===== src/rtl/sync_fifo.sv =====
// sync_fifo: single-clock first-word-fall-through FIFO with occupancy-decoded flags.
// Define SYNC_FIFO_CHECK_EN to report overflow/underflow attempts with a cycle stamp.
module sync_fifo #(
  parameter int NUM_SLOTS     = 4,
  parameter int LOG_NUM_SLOTS = 2,
  parameter int DATA_WIDTH    = 8
) (
  input  logic                  clk,
  input  logic                  rst,
  input  logic [DATA_WIDTH-1:0] data_write,
  input  logic                  write,
  output logic                  full,
  output logic                  almost_full,
  output logic [DATA_WIDTH-1:0] data_read,
  input  logic                  next_read,
  output logic                  empty
);
  localparam logic [LOG_NUM_SLOTS-1:0] PTR_ONE  = 1;
  localparam logic [LOG_NUM_SLOTS:0]   CNT_ONE  = 1;
  localparam logic [LOG_NUM_SLOTS:0]   CNT_FULL = (LOG_NUM_SLOTS+1)'(NUM_SLOTS);
  localparam logic [LOG_NUM_SLOTS:0]   CNT_AF   = (LOG_NUM_SLOTS+1)'(NUM_SLOTS - 1);
  logic [DATA_WIDTH-1:0]    mem_q [NUM_SLOTS];
  logic [LOG_NUM_SLOTS-1:0] wr_ptr_q, wr_ptr_d, rd_ptr_q, rd_ptr_d;
  logic [LOG_NUM_SLOTS:0]   count_q, count_d;
  logic                     do_write, do_read;
  assign full        = count_q == CNT_FULL;
  assign almost_full = count_q == CNT_AF;
  assign empty       = count_q == '0;
  assign data_read   = empty ? '0 : mem_q[rd_ptr_q];
  assign do_write    = write & ~full;
  assign do_read     = next_read & ~empty;
  always_comb begin
    wr_ptr_d = do_write ? wr_ptr_q + PTR_ONE : wr_ptr_q;
    rd_ptr_d = do_read ? rd_ptr_q + PTR_ONE : rd_ptr_q;
    count_d  = (do_write && !do_read) ? count_q + CNT_ONE :
               (do_read && !do_write) ? count_q - CNT_ONE : count_q;
  end
  always_ff @(posedge clk) begin
    if (!rst) begin
      wr_ptr_q <= '0;
      rd_ptr_q <= '0;
      count_q  <= '0;
    end else begin
      wr_ptr_q <= wr_ptr_d;
      rd_ptr_q <= rd_ptr_d;
      count_q  <= count_d;
    end
  end
  // Storage is deliberately not reset; data_read masks stale words while empty.
  always_ff @(posedge clk) begin
    if (rst && do_write) mem_q[wr_ptr_q] <= data_write;
  end
`ifdef SYNC_FIFO_CHECK_EN
  logic [15:0] cyc_q;
  always_ff @(posedge clk) begin
    if (!rst) cyc_q <= '0;
    else begin
      cyc_q <= cyc_q + 16'd1;
      if (write && full) $display("FIFO: cycle %d, overflow", cyc_q);
      if (next_read && empty) $display("FIFO: cycle %d, underflow", cyc_q);
    end
  end
`endif
endmodule


===== config.mk =====
export PLATFORM = sky130hd
export DESIGN_NAME = sync_fifo
export DESIGN_NICKNAME = d
export VERILOG_FILES = /design/src/rtl/sync_fifo.sv
export SDC_FILE = /design/constraint.sdc
export NUM_CORES = 1
export LEC_CHECK = 0
export ABC_AREA = 1
export CAP_MARGIN = 20
export CORE_AREA = 3 3 69 71
export DETAILED_ROUTE_END_ITERATION = 12
export DIE_AREA = 0 0 72 74
export DONT_BUFFER_PORTS = 1
export HOLD_SLACK_MARGIN = 0.02
export PLACE_DENSITY_LB_ADDON = 0.05
export SKIP_CTS_REPAIR_TIMING = 1
export SYNTH_ARGS = -nofsm -noshare
export SYNTH_HDL_FRONTEND = slang
export SYNTH_SLANG_ARGS = --single-unit
export TNS_END_PERCENT = 5

===== constraint.sdc =====
create_clock -name clk -period 1.68 [get_ports clk]
set_input_delay 0.42 -clock clk [delete_from_list [all_inputs] [get_ports clk]]
set_output_delay 0.42 -clock clk [all_outputs]
set_load 0.01 [all_outputs]

==> impl_results.md, run 1 <==
- Worst-margin pin slew: between 0.2 and 0.3 ns
- First-pass GRT wire length: 5526 um
- Synth Instances: between 150 and 200
- Final hold violation count: 0
- Placer Congestion: ~0.79
- Type of origin of the critical path: flip-flop
- Clk root buf: clkbuf_8
- Worst VDD drop: approximately 0.00068 V
- Max-cap violations: 0
- Worst path slowest cell: dfxtp_4
- Chip width: slightly above 70 um
- Sw Ratio: 0.3716
- Post-DRT Antenna Nets: 0
- Arrival time worst endpoint: around 1.3 ns
- Final wirelength: roughly 3600 um
- Status: finished with violations
- Met2 usage: 0.2408
- Number of buffers and inverters on the critical path: 2
- Placeable Area: between 4000 and 5000 um^2
- Synthesis warning total: 0
- Power share of the sequential group: 0.394
- Clock transition at the registers of the reported paths: 0.08 ns
- Mean post-synth cell area: 10.96 um^2
- Number of global-route vias before repair: approximately 1200
- PortBufs: 0
- Syn_nets: 185
- Seq/Total Area, Yosys: 0.6234
- Fin util: 0.5050
- Worst relative slew slack: 0.8238
- Global Route Usage Sum: 0.1418
- Initial Util: 0.4263
- Io pins: 23
- Critical path, cell by cell: buf_12, inv_4, o21ai_0, a21oi_2
- Final period util: 1.023
- Clock share of power: 0.197
- Fmax: about 0.58 GHz
- Wire per inst: between 10 and 15 um
- Antenna diode count: 0
- Placement Rows: 24
- Grt peak-use layer: met2
- Worst-Skew Late Latency: between 0.2 and 0.3 ns
- Die height: 74 um
- Slew Viols, Final: 0
- Fraction of layout cells with a size suffix above 1: 0.3514
- Clock buffer depth: 2
- TritonCTS clock tree: done
- CTS Buf Count: 5
- Synth area leader: edfxtp_1
- Slowest cell delay on critical path: 0.37 ns
- Met1 Use GR: 0.1569
- Setup ws final: -0.03866 ns
- Setup violators final: 6
- Crit Path Class: flip-flop to primary output
- Total power: between 3 and 4 mW
- Place WS: -0.05263 ns
- Final net count: approximately 200
- Leak: approximately 0.80 nW
- Final Skew: around 0.0075 ns
- Hpwl dp: about 2400 um
- Met3 Resource Use GR: 0.05811
- Unrepaired setup endpoints after global routing: yes
- Critical Path RT: between 1 and 1.5 ns
- Delay-heaviest family, CP: flip-flops
- Final Hold Slack: 0.2222 ns
- Vias: 1150
- Die Area: approximately 5300 um^2
- Clk sinks: slightly above 40
- Failing checks: setup timing
- Gr ovfl total: 0
- Layout area overhead: 18.46%
- Setup crit end kind: primary output
- Pwr/cell area: between 1500 and 2000 nW/um^2
- CP max FO: 16
- Pre-Repair DR Iteration Count: 4
- Min-delay worst type: input port to flip-flop
- FF+latch count, synth: around 40
- Switch Pwr: around 1.2 mW
- Comb power frac: 0.409
- Mapped Area: 1831 um^2
- P_int: ~2.1 mW
- Synth unique cells: 21
- DRC viols: 0
- Vias/cell: just under 5
- Crit path time final: approximately 1.7 ns
- Drt first-iter violations: 94
- Top post-synthesis cells by area: edfxtp_1, dfxtp_1, nor2_1
- Synth top area share: 0.5249
- Largest net degree at the start of global routing: 18
- Initial antenna violation count: 0
- H-tree Lvls: 2
==> flip-flops by register name (all words and copies together) (netlist names), named ones only <==
register,flops
rd_ptr_q,2
count_q,3
wr_ptr_q,2
mem_q,32
==> area by class of cell <==
cell class	instances	area, um^2
Clock buffer	6	82.58
Clock inverter	2	13.76
Fill cell	400	2126
Inverter	18	72.57
Multi-Input combinational cell	104	636.9
Sequential cell	41	1150
Tap cell	52	65.06
Timing Repair Buffer	14	147.6
==> stage by stage <==
step	area [um^2]	std cells	TNS [ns]
3_3_place_gp	1954	226	0
2_1_floorplan	1832	167	0
6_report	2168	237	-0.1612
5_1_grt	2168	237	-0.8503
3_5_place_dp	1954	226	-0.07208
4_1_cts	2051	234	-1.524
==> final timing paths <==
| kind | from | cells after the start | slack (ns) | to |
|---|---|---|---|---|
| setup reg to reg | count_q[0] | 13 | 0.05 | count_q[2] |
| setup / recovery | flip-flop | 4 | -0.04 | data_read[0] |
| hold reg to reg | rd_ptr_q[0] | 2 | 0.51 | flip-flop |
| hold / removal | data_write[6] | 0 | 0.22 | mem_q[1][6] |
==> kinds of logic (layout without fill, tap and decap cells) <==
logic type,Yosys count,count (layout),share of synthesized area
AO/OA/AOI/OAI,30,30,0.08202
XOR/XNOR,1,1,0.004786
buffers and inverters,22,40,0.06426
flip-flops,41,41,0.6234
adder cells (fa/ha/maj),6,6,0.04511
AND/OR/NAND/NOR,67,67,0.1805
==> placed cells by master, fill, tap and decap left out, types with 2 or more instances in the layout <==
| master | n |
|---|---|
| inv_1 | 12 |
| inv_4 | 2 |
| nand2_1 | 12 |
| nor2_1 | 28 |
| o21ai_0 | 3 |
| clkbuf_8 | 6 |
| a21oi_1 | 5 |
| dfxtp_1 | 4 |
| a21oi_2 | 6 |
| nor2_4 | 3 |
| edfxtp_1 | 32 |
| dfxtp_2 | 4 |
| buf_4 | 11 |
| nand3_1 | 4 |
| inv_2 | 4 |
| ha_1 | 4 |
| nand2_2 | 3 |
| buf_12 | 2 |
| o21ai_1 | 14 |
| nor2_2 | 15 |
| a21oi_4 | 2 |
==> power groups by stage <==
stage	clock, mW	sequential, mW	combinational (mW)
6_report	0.656	1.31	1.36
3_5_place_dp	0	1.32	1.13
3_3_place_gp	0	1.32	1.10
2_1_floorplan	0	1.31	0.836
5_1_grt	0.725	1.33	1.53
4_1_cts	0.677	1.30	1.13
==> cell usage after synthesis <==
master,instances
buf_4,1
o21ai_0,7
nand2_1,12
fa_1,1
nand2_4,1
buf_12,1
nor2_1,28
inv_2,5
o21ai_1,10
a21oi_1,13
ha_1,5
inv_1,13
nand3b_1,1
nor2_2,16
edfxtp_1,32
dfxtp_1,9
nand3_1,4
xor2_1,1
nand2_2,3
nor2_4,2
buf_6,2
==> per-layer routing <==
metal / wire length, um / share of wire
met5: 0 / 0
met1: 1457 / 0.41
met4: 55 / 0.015
met3: 215 / 0.060
met2: 1825 / 0.51
Power figures use the tool's default switching activity.
==> run 2, diff against run 1 <==
--- a/config.mk
+++ b/config.mk
@@ -5,11 +5,10 @@
 export SDC_FILE = /design/constraint.sdc
 export NUM_CORES = 1
 export LEC_CHECK = 0
-export ABC_AREA = 1
 export CAP_MARGIN = 20
-export CORE_AREA = 3 3 69 71
+export CORE_AREA = 3 3 67 69
 export DETAILED_ROUTE_END_ITERATION = 12
-export DIE_AREA = 0 0 72 74
+export DIE_AREA = 0 0 70 72
 export DONT_BUFFER_PORTS = 1
 export HOLD_SLACK_MARGIN = 0.02
 export PLACE_DENSITY_LB_ADDON = 0.05
==> impl_results.md, run 2 <==
- Min-delay worst type: input port to flip-flop
- Top post-synthesis cells by area: edfxtp_1, dfxtp_1, mux4_2
- Status: finished with violations
- Arrival time worst endpoint: 2.11 ns (+0.81 ns)
- Clk root buf: clkbuf_8
- Delay-heaviest family, CP: adder cells
- Total power: 3.048 mW (-8.5%)
- Vias/cell: 5.083 (+4.8%)
- Failing checks: setup timing
- Most common cell after layout, fill and taps aside: edfxtp_1
- Wire per inst: 16.58 um (+11%)
- Slowest cell delay on critical path: 0.34 ns (-0.03 ns)
- Worst-margin pin slew: 0.2783 ns (+0.01580 ns)
- PortBufs: 0 (unchanged)
- FF+latch count, synth: 41 (unchanged)
- Hpwl dp: 2000 um (-15%)
- Reg with most FFs: mem_q
- Most common cell in the netlist: edfxtp_1
- Io pins: 23 (unchanged)
- Synthesis warning total: 0 (unchanged)
- Initial Util: 0.4301 (+0.003775)
- Top cells by count, synth: edfxtp_1, nor2b_1, dfxtp_1
- CTS Buf Count: 5 (unchanged)
- Setup ws final: -0.2129 ns (-0.1742 ns)
- Leak: 0.7114 nW (-11%)
- Crit path time final: 1.893 ns (+0.1742 ns)
- Clock buffer depth: 2 (unchanged)
- Mean post-synth cell area: 16.74 um^2 (+53%)
- Final hold violation count: 0 (unchanged)
- H-tree Lvls: 2 (unchanged)
- Top FF cell, synth: edfxtp_1
- Fmax: 0.5283 GHz (-9.2%)
- Type of origin of the critical path: flip-flop
- Worst VDD drop: 0.0007745 V (+14%)
- Chip width: 70 um (-2.8%)
- Antenna diode count: 0 (unchanged)
- Ys async rst share: 0 (unchanged)
- Vias: 854 (-26%)
- Seq/Total Area, Yosys: 0.6681 (+0.04476)
- Fraction of layout cells with a size suffix above 1: 0.3729 (+0.02153)
- Fillers: 346 (-14%)
- Number of global-route vias before repair: 920 (-22%)
- CP max FO: 5 (-11)
- Gr ovfl total: 0 (unchanged)
- Largest net degree at the start of global routing: 15 (-3)
- Post-synth EDFFs: 32 (unchanged)
- Clk sinks: 41 (unchanged)
- Placer Congestion: 0.6728 (-15%)
- Setup violators final: 9 (+3)
- Final net count: 136 (-33%)
- Mapped Area: 1708 um^2 (-6.7%)
- Unrepaired setup endpoints after global routing: yes
- Syn_nets: 120 (-35%)
- Worst path slowest cell: dfxtp_2
- Critical Path RT: 1.89 ns (+0.63 ns)
- Synth unique cells: 25 (+19%)
- Pre-Repair DR Iteration Count: 2 (-2)
- Die Area: 5040 um^2 (-5.4%)
- DRC viols: 0 (unchanged)
- Synth top area share: 0.5626 (+0.03769)
- Worst-Skew Late Latency: 0.28 ns (about the same)
- Layout area overhead: 18.53% (about the same)
- Clock transition at the registers of the reported paths: 0.07 ns (about the same)
- Final Skew: 0.004049 ns (-0.003496 ns)
- Pwr/cell area: 1506 nW/um^2 (-2.0%)
- First-pass GRT wire length: 4533 um (-18%)
- Max reg flops: 32 (unchanged)
- Slew Viols, Final: 0 (unchanged)
- Worst relative slew slack: 0.8141 (-0.009738)
- Most frequent cells in the layout: edfxtp_1, buf_4, mux4_2, nor2b_1, nand2_1
- Fin cells: 168 (-29%)
- Number of buffers and inverters on the critical path: 2 (unchanged)
- Initial antenna violation count: 0 (unchanged)
- Synth area leader: edfxtp_1
- Synth Instances: 102 (-39%)
- Global Route Usage Sum: 0.1228 (-0.01904)
- Setup crit end kind: flip-flop
- TritonCTS clock tree: done
- Critical path, cell by cell: buf_4, o31ai_4, ha_4, inv_1, fa_2, xor2_1, or3_1, a21boi_1
- Placed insts: 161 (-29%)
- Die height: 72 um (-2.7%)
- Drt first-iter violations: 49 (-48%)
- Final wirelength: 2785 um (-22%)
- Final period util: 1.127 (+0.1037)
- Post-DRT Antenna Nets: 0 (unchanged)
- Placeable Area: 3971 um^2 (-7.5%)
- Max-cap violations: 0 (unchanged)
- Largest registers: mem_q (32), count_q (3)
- Placement Rows: 23 (-4.2%)
- Crit Path Class: flip-flop to flip-flop
## run 2: final timing paths
| kind | cells after the start | startpoint | to | slack (ns) |
|---|---|---|---|---|
| setup / recovery | 8 | count_q[2] | count_q[2] | -0.21 |
| hold reg to reg | 2 | wr_ptr_q[0] | wr_ptr_q[0] | 0.51 |
| hold / removal | 0 | data_write[0] | mem_q[0][0] | 0.23 |
| setup reg to reg | 8 | count_q[2] | count_q[2] | -0.21 |
## run 2: layer usage
layer,track usage,share of wire,vias up
li1,-,-,404
met1,0.1260,0.37,424
met2,0.2246,0.55,22
met3,0.05540,0.066,4
met4,0.03830,0.011,0
met5,0,0,-
## run 2: cells by family (layout without fill, tap and decap cells)
logic type / count (synthesis) / in the layout / synth area share
flip-flops: 41 / 41 / 0.6681
AND/OR/NAND/NOR: 28 / 28 / 0.09523
multiplexers: 11 / 11 / 0.1231
buffers and inverters: 8 / 24 / 0.02783
adder cells (fa/ha/maj): 6 / 6 / 0.04835
AO/OA/AOI/OAI: 5 / 5 / 0.02198
XOR/XNOR: 3 / 3 / 0.01539
## run 2: cell type report
cell class,count,area [um^2],area share
clock buffers,5,68.82,0.03399
flip-flops and latches,41,1146,0.5661
well taps,50,62.56,0.03090
inverters,3,11.26,0.005562
repair buffers,14,125.1,0.06180
clock inverters,2,35.03,0.01731
multi-input cells,53,575.6,0.2843
## run 2: power by group
group	leakage (nW)	internal, mW	switching (mW)
logic	0.292	0.555	0.462
clock network	0.0540	0.431	0.308
registers	0.366	1.21	0.0788
## run 2: per-stage QoR
| stage | worst slack (ns) | utilization | TNS, ns | hold WS (ns) | cell area, um^2 |
|---|---|---|---|---|---|
| 3_3_place_gp | -0.1915 | 0.4761 | -2.215 | 0.4721 | 1891 |
| 2_1_floorplan | -0.1949 | - | -0.2454 | 0.4560 | 1742 |
| 6_report | -0.2129 | 0.5098 | -1.378 | 0.2252 | 2024 |
| 3_5_place_dp | -0.2331 | 0.4761 | -2.340 | 0.4989 | 1891 |
| 4_1_cts | -0.2534 | 0.5022 | -4.310 | 0.2128 | 1994 |
| 5_1_grt | -0.2978 | 0.5098 | -1.995 | 0.2040 | 2024 |
## run 2: worst reg2reg max path: stages, from the launching register on
cell and delay, ns:
dfxtp_2 0.34, buf_4 0.15, o31ai_4 0.22, ha_4 0.17, inv_1 0.04, fa_2 0.33, xor2_1 0.15, or3_1 0.30
a21boi_1 0.12
==> run 3, diff against run 2 <==
--- a/config.mk
+++ b/config.mk
@@ -9,7 +9,6 @@
 export CORE_AREA = 3 3 67 69
 export DETAILED_ROUTE_END_ITERATION = 12
 export DIE_AREA = 0 0 70 72
-export DONT_BUFFER_PORTS = 1
 export HOLD_SLACK_MARGIN = 0.02
 export PLACE_DENSITY_LB_ADDON = 0.05
 export SKIP_CTS_REPAIR_TIMING = 1
==> impl_results.md, run 3 (same netlist as run 2, synthesis figures left out) <==
- Chip width: 70 um (unchanged)
- Post-DRT Antenna Nets: 0 (unchanged)
- Final net count: 163 (+20%)
- Most common cell after layout, fill and taps aside: edfxtp_1
- Clk sinks: 41 (unchanged)
- Dpl cell area: 2183 um^2 (+15%)
- Type of origin of the critical path: flip-flop
- Wire per inst: 15.34 um (-7.5%)
- Setup crit end kind: primary output
- Design area: 2291 um^2 (+13%)
- Crit path time final: 1.949 ns (+0.05605 ns)
- DRC viols: 0 (unchanged)
- PortBufs: 22 (+22)
- Antenna diode count: 0 (unchanged)
- H-tree Lvls: 2 (unchanged)
- Layout area overhead: 34.14%
- Worst relative slew slack: 0.8383 (+0.02422)
- Placeable Area: 3971 um^2 (unchanged)
- Placement Rows: 23 (unchanged)
- Min-delay worst type: flip-flop to flip-flop
- Max reg flops: 32 (unchanged)
- Pre-Repair DR Iteration Count: 2 (unchanged)
- Worst VDD drop: 0.0006744 V (-13%)
- Worst-margin pin slew: 0.2425 ns (-0.03576 ns)
- Largest net degree at the start of global routing: 13 (-2)
- Clock transition at the registers of the reported paths: 0.07 ns (about the same)
- Failing checks: setup timing
- Fillers: 327 (-5.5%)
- First-pass GRT wire length: 4947 um (+9.1%)
- Gr ovfl total: 0 (unchanged)
- Status: finished with violations
- Io pins: 23 (unchanged)
- Final hold violation count: 0 (unchanged)
- Unrepaired setup endpoints after global routing: yes
- Fmax: 0.5131 GHz (-2.9%)
- Flop-to-flop setup slack: -0.20 ns (about the same)
- Pwr/cell area: 1358 nW/um^2 (-9.8%)
- Place WS: -0.6796 ns (-0.4465 ns)
- Setup ws final: -0.2689 ns (-0.05605 ns)
- Initial antenna violation count: 0 (unchanged)
- Critical Path RT: 1.26 ns (-0.63 ns)
- Die height: 72 um (unchanged)
- Largest registers: mem_q (32), count_q (3)
- Area of the multi-input gates: 569.3 um^2 (-1.1%)
- Reg with most FFs: mem_q
- Total power: 3.111 mW (+2.1%)
- Drt first-iter violations: 47 (-4.1%)
- Register area: 1151 um^2 (+0.44%)
- Fin cells: 196 (+17%)
- Placed insts: 185 (+15%)
- Worst-Skew Late Latency: 0.29 ns (about the same)
- CTS Buf Count: 5 (unchanged)
- Final Skew: 0.003522 ns (-0.0005264 ns)
- TritonCTS clock tree: done
- Final Hold Slack: 0.4954 ns (+0.2703 ns)
- CP max FO: 8 (+3)
- Max-cap violations: 0 (unchanged)
- Final setup TNS: -2.152 ns (-0.7741 ns)
- Placer Congestion: 0.7112 (+5.7%)
- Fin util: 0.5769 (+0.06711)
- Number of global-route vias before repair: 1010 (+9.8%)
- Final wirelength: 3006 um (+7.9%)
- Fraction of layout cells with a size suffix above 1: 0.3493 (-0.02357)
- Vias: 946 (+11%)
- Hpwl dp: 2061 um (+3.1%)
- Die Area: 5040 um^2 (unchanged)
- Clk root buf: clkbuf_8
- Crit Path Class: flip-flop to primary output
- Most frequent cells in the layout: edfxtp_1, buf_4, clkdlybuf4s50_1
- Global Route Usage Sum: 0.1330 (+0.01021)
- Vias/cell: 4.827 (-5.1%)
- Setup violators final: 9 (unchanged)
- Initial Util: 0.4301 (unchanged)
- Clock buffer depth: 2 (unchanged)
- Final period util: 1.160 (+0.03336)
- Leak: 0.8902 nW (+25%)
- Slew Viols, Final: 0 (unchanged)
- Arrival time worst endpoint: 1.53 ns (-0.58 ns)
-- run 3: power by group --
| part | switching, mW | total (mW) | internal (mW) |
|---|---|---|---|
| Combinational | 0.495 | 1.20 | 0.709 |
| Clock | 0.300 | 0.589 | 0.289 |
| Sequential | 0.0978 | 1.32 | 1.22 |
| Total | 0.893 | 3.11 | 2.22 |
-- run 3: path summary, 6_finish.rpt --
path / cells past startpoint / to / from
worst max register to register: 7 / count_q[2] / count_q[1]
worst min register to register: 2 / flip-flop / rd_ptr_q[1]
worst max-delay path: 4 / data_read[7] / flip-flop
worst min-delay path: 2 / flip-flop / rd_ptr_q[1]
-- run 3: final cells by class --
cell class                      instances  share of cell area
Clock buffer                            7             0.03332
Clock inverter                          1            0.001638
Inverter                                3            0.004915
Multi-Input combinational cell         53              0.2485
Sequential cell                        41              0.5025
Tap cell                               50             0.02731
Timing Repair Buffer                   41              0.1819
-- run 3: layer usage --
metal,track usage,vias to the layer above,wire length [um]
met5,0,-,0
met4,0.05745,0,55
met1,0.1536,460,1214
met2,0.2350,20,1609
met3,0.03463,5,127
li1,-,461,-
-- run 3: worst max-delay path, cell delays in order (launching register included) --
cell	delay [ns]
dfxtp_2	0.34
buf_12	0.14
mux4_2	0.50
nor2b_1	0.15
clkbuf_2	0.12
